### config.mk
export PLATFORM = sky130hd
export DESIGN_NAME = serial_adder
export DESIGN_NICKNAME = d
export VERILOG_FILES = /design/src/rtl/serial_adder.sv
export SDC_FILE = /design/constraint.sdc
export NUM_CORES = 1
export LEC_CHECK = 0
export CAP_MARGIN = 10
export CORE_UTILIZATION = 50
export DETAILED_ROUTE_END_ITERATION = 8
export PLACE_DENSITY = 0.76
export SLEW_MARGIN = 5
export SYNTH_ARGS = -nofsm -noshare
export SYNTH_HDL_FRONTEND = slang
export SYNTH_SLANG_ARGS = --single-unit
### constraint.sdc
create_clock -name clk -period 1.8 [get_ports clk]
set_input_delay 0.36 -clock clk [delete_from_list [all_inputs] [get_ports clk]]
set_output_delay 0.36 -clock clk [all_outputs]
set_load 0.03 [all_outputs]
### src/rtl/serial_adder.sv
// serial_adder: digit-serial adder. Adds two WIDTH-bit operands plus a
// carry-in DIGIT bits per clock, LSB first, reusing one DIGIT-wide full-adder
// slice and a registered carry. A start/busy/done handshake frames each add.
module serial_adder #(
    parameter int WIDTH = 8,
    parameter int DIGIT = 1
) (
    input  logic             clk,
    input  logic             rst,
    input  logic             start,
    input  logic [WIDTH-1:0] a,
    input  logic [WIDTH-1:0] b,
    input  logic             cin,
    output logic             ready,
    output logic             busy,
    output logic             done,
    output logic [WIDTH-1:0] sum,
    output logic             cout,
    output logic             ovf
);

    // Number of add cycles per operation and the counter width to hold 0..N-1.
    localparam int N  = WIDTH / DIGIT;
    localparam int CW = (N > 1) ? $clog2(N) : 1;
    localparam logic [CW-1:0] LAST = CW'(N - 1);

    typedef enum logic [1:0] {
        IDLE = 2'd0,
        RUN  = 2'd1,
        DONE = 2'd2
    } state_t;

    state_t           state_reg;
    logic [WIDTH-1:0] a_reg;
    logic [WIDTH-1:0] b_reg;
    logic [WIDTH-1:0] sum_sh_reg;
    logic             carry_reg;
    logic [CW-1:0]    count_reg;
    logic             ready_reg;
    logic             busy_reg;
    logic             done_reg;
    logic [WIDTH-1:0] sum_reg;
    logic             cout_reg;
    logic             ovf_reg;

    logic [DIGIT-1:0] slice_sum;
    logic             slice_cout;
    logic             slice_cmsb;
    logic [WIDTH-1:0] sum_sh_next;

    // The shared DIGIT-wide slice: low digits of both operands plus the carry flop.
    always_comb begin
        {slice_cout, slice_sum} = {1'b0, a_reg[DIGIT-1:0]}
                                + {1'b0, b_reg[DIGIT-1:0]}
                                + {{DIGIT{1'b0}}, carry_reg};
        // Carry into the slice MSB recovered from sum bit = a ^ b ^ carry_in.
        slice_cmsb  = slice_sum[DIGIT-1] ^ a_reg[DIGIT-1] ^ b_reg[DIGIT-1];
        // New digit enters the sum register from the MSB end.
        sum_sh_next = (sum_sh_reg >> DIGIT) | (WIDTH'(slice_sum) << (WIDTH - DIGIT));
    end

    // Control FSM with datapath shift registers and registered handshake/result outputs.
    always_ff @(posedge clk) begin
        if (rst) begin
            state_reg  <= IDLE;
            a_reg      <= '0;
            b_reg      <= '0;
            sum_sh_reg <= '0;
            carry_reg  <= 1'b0;
            count_reg  <= '0;
            ready_reg  <= 1'b1;
            busy_reg   <= 1'b0;
            done_reg   <= 1'b0;
            sum_reg    <= '0;
            cout_reg   <= 1'b0;
            ovf_reg    <= 1'b0;
        end else begin
            case (state_reg)
                IDLE: begin
                    if (start) begin
                        a_reg      <= a;
                        b_reg      <= b;
                        carry_reg  <= cin;
                        sum_sh_reg <= '0;
                        count_reg  <= '0;
                        state_reg  <= RUN;
                        ready_reg  <= 1'b0;
                        busy_reg   <= 1'b1;
                    end
                end
                RUN: begin
                    a_reg      <= a_reg >> DIGIT;
                    b_reg      <= b_reg >> DIGIT;
                    carry_reg  <= slice_cout;
                    sum_sh_reg <= sum_sh_next;
                    if (count_reg == LAST) begin
                        state_reg <= DONE;
                        count_reg <= '0;
                        sum_reg   <= sum_sh_next;
                        cout_reg  <= slice_cout;
                        ovf_reg   <= slice_cmsb ^ slice_cout;
                        busy_reg  <= 1'b0;
                        done_reg  <= 1'b1;
                    end else begin
                        count_reg <= count_reg + 1'b1;
                    end
                end
                DONE: begin
                    state_reg <= IDLE;
                    done_reg  <= 1'b0;
                    ready_reg <= 1'b1;
                end
                default: begin
                    state_reg <= IDLE;
                    ready_reg <= 1'b1;
                    busy_reg  <= 1'b0;
                    done_reg  <= 1'b0;
                end
            endcase
        end
    end

    assign ready = ready_reg;
    assign busy  = busy_reg;
    assign done  = done_reg;
    assign sum   = sum_reg;
    assign cout  = cout_reg;
    assign ovf   = ovf_reg;

endmodule

==> summary.md <==
| Metric | Value |
|---|---|
| Fmax | 593 MHz |
| Outcome | finished, final reports clean |
| Top Ports | 33 |
| Die Y | 63.6 um |
| DR vias/cell | 5.24 |
| Synth area leader | dfxtp_1 |
| Reg clk slew, reported paths | 0.07 ns |
| Fin Setup TNS | 0 ns |
| Crit. End Element | output pin |
| Req. time, crit path | 1.44 ns |
| Leakage | 0.846 nW |
| Syn Nets | 206 |
| HPWL Detailed | 2.46 mm |
| Unique masters post-synth | 29 |
| Min cycle time layout | 1.69 ns |
| Area grow syn2layout | 21.8% |
| PwrDens | 826 nW/um2 |
| Buf/Inv on CP | 1 |
| Clock Path Buffers | 2 |
| Post-CTS Setup Bufs | 0 |
| Cell area after synthesis | 1900 um2 |
| GPL Wtd Cong | 0.714 |
| Share of cells above drive strength 1 | 25.0% |
| Critical-path cell list | clkdlybuf4s50_1 |
| Core Area | 3660 um2 |
| CP Max Fanout | 3 |
| Vias | 1383 |
| Detailed Route WL | 3.44 mm |
| # diodes | 0 |
| Footprint of the multi-input gates | 917 um2 |
| Path category of the worst min-delay check | reg -> reg |
| Fill count | 307 |
| Synth warn | 0 |
| Clk_lat worst skew | 0.29 ns |
| Slew Limit Fails | 0 |
| Startpoint Class | flop |
| Async SR Flop Fraction | 0% |
| Crit path arrival time | 1.33 ns |
| Std-Cell Rows | 22 |
| Avg Inst Size Synth | 10.4 um2 |
| Final Hold Vio Count | 0 |
| Register area | 841 um2 |
| Maximum vdd drop | 0.000448 V |
| CTS buffer count | 5 |
| Vias in the first global route | 1384 |
| Final cell count without fillers | 264 |
| Crit path largest cell delay | 0.67 ns |
| Pre-antenna DRT Iters | 4 |
| First-pass GRT wire length | 5.98 mm |
| Seq cells post-synth | 42 |
| Share of the synthesized area in the top cell type | 44.3% |
| Die boundary width | 63.6 um |
| CP max-delay cell | clkdlybuf4s50_1 |
| Slew margin rel. | 60.3% |
| Number of synthesized flops with an enable pin | 0 |
| DR iter-0 viols | 61 |
| Max Cap Viol | 0 |
| Most used DFF post-synth | dfxtp_1 |
| CTS root buf | clkbuf_8 |
| Port Buffers | 32 |
| Actual slew at the worst max-slew pin | 0.596 ns |
| Worst Skew | 0.00329 ns |
| DR WL/cell | 13.0 um |
| CTS tree | built |
| RSZ-0062 raised after global routing | false |
| Post-Synthesis Cells | 183 |
| Congestion Overflow GR | 0 |
| Period utilization | 93.7% |
| Final net count | 239 |
| CTS Sinks | 42 |
| Synth area leaders | dfxtp_1 44%, a211oi_2 11%, mux2i_1 7.9%, nor2_2 4.9%, a22oi_1 3.6% |
| Most frequent cell after synthesis | dfxtp_1 |
| Final setup fails | 0 |
| Commonest cells in the netlist | 42 x dfxtp_1, 17 x a211oi_2, 16 x nand2_1 |
| CP top delay family | buffers and inverters |
| Die Area | 4040 um2 |
| Largest net degree at the start of global routing | 24 |
| Tot GR Track Use | 19.2% |
| Placed insts | 257 |
| H-Tree Depth | 2 |
| DRC violations left | 0 |
| Critical path class | reg -> out |
| Starting density of the core | 51.8% |
| Initial antenna violation count | 0 |
| Final ANT Viol Nets | 0 |
| Seq/Total Area, Yosys | 44.3% |
logic make-up after synthesis:
kind of cell	after synthesis	share of synthesized area [%]
mux	15	7.92
xor+xnor	3	1.39
fa+ha+maj	3	2.37
simple gates	56	15.1
buf+inv	20	7.85
flops	42	44.3
compound gates	44	21.0
what timing repair did:
| action | 4_1_cts | 5_1_grt |
|---|---|---|
| hold buffers | 0 | 0 |
| setup endpoints to repair | 0 | 1 |
| resized for setup | 0 | 2 |
where the power goes:
part	total, mW	leakage, nW	internal (mW)	switching [mW]
combinational	0.339	0.458	0.174	0.165
sequential	1.01	0.344	0.974	0.0344
clock	0.560	0.0438	0.260	0.300
worst paths after layout:
check / start / to / slack [ns] / depth (start not counted)
setup / recovery: busy$_SDFFE_PP0P_ / busy / 0.11 / 1
setup reg to reg: a_reg[0]$_SDFFE_PP0P_ / ovf$_SDFFE_PP0P_ / 0.12 / 5
hold reg to reg: sum[6]$_SDFFE_PP0P_ / sum[6]$_SDFFE_PP0P_ / 0.45 / 2
hold / removal: sum[6]$_SDFFE_PP0P_ / sum[6]$_SDFFE_PP0P_ / 0.45 / 2
placed cells by master, fill, tap and decap left out, types with 2 or more instances in the layout:
cell / synthesis / final
a211oi_1: 2 / 2
a21oi_1: 11 / 11
buf_4: 4 / 8
a22oi_1: 9 / 9
clkdlybuf4s50_1: 0 / 31
a211oi_2: 17 / 17
ha_1: 2 / 2
nand2b_1: 5 / 5
clkbuf_8: 0 / 5
nand2_1: 16 / 16
nor2_1: 15 / 15
mux2i_1: 15 / 15
dfxtp_1: 42 / 42
nor2_2: 15 / 15
clkinv_2: 0 / 2
inv_1: 5 / 5
xnor2_1: 3 / 2
tightest hold or removal path, stage by stage (launching register included):
cell	delay, ns
dfxtp_1	0.31
nand2_1	0.05
a21oi_1	0.05
through the flow:
stage	cell area (um2)	util (%)	total power [mW]	hold slack, ns	setup slack [ns]
after floorplan	1900	-	1.27	0.432	0.296
after global routing	2310	63.1	2.01	0.492	0.0166
final	2310	63.1	1.91	0.455	0.113
after global placement	2220	60.7	1.34	0.443	0.184
after detailed placement	2220	60.7	1.36	0.449	0.118
after CTS	2300	62.9	1.91	0.459	0.103
layout make-up:
cell class                 count  area share, %
tap                           48           2.60
sequential                    42           36.4
clock inverter                 2          0.433
timing repair buffer          41           17.1
clock buffer                   5           2.98
inverter                       5          0.812
multi-input combinational    121           39.7
routing by layer:
layer / vias to the layer above / wire, um / GRT usage (%)
li1: 692 / - / -
met4: 0 / 37 / 5.97
met5: - / 0 / 0
met2: 21 / 1770 / 32.7
met3: 4 / 119 / 7.07
met1: 666 / 1520 / 22.1
Power figures use the tool's default switching activity.
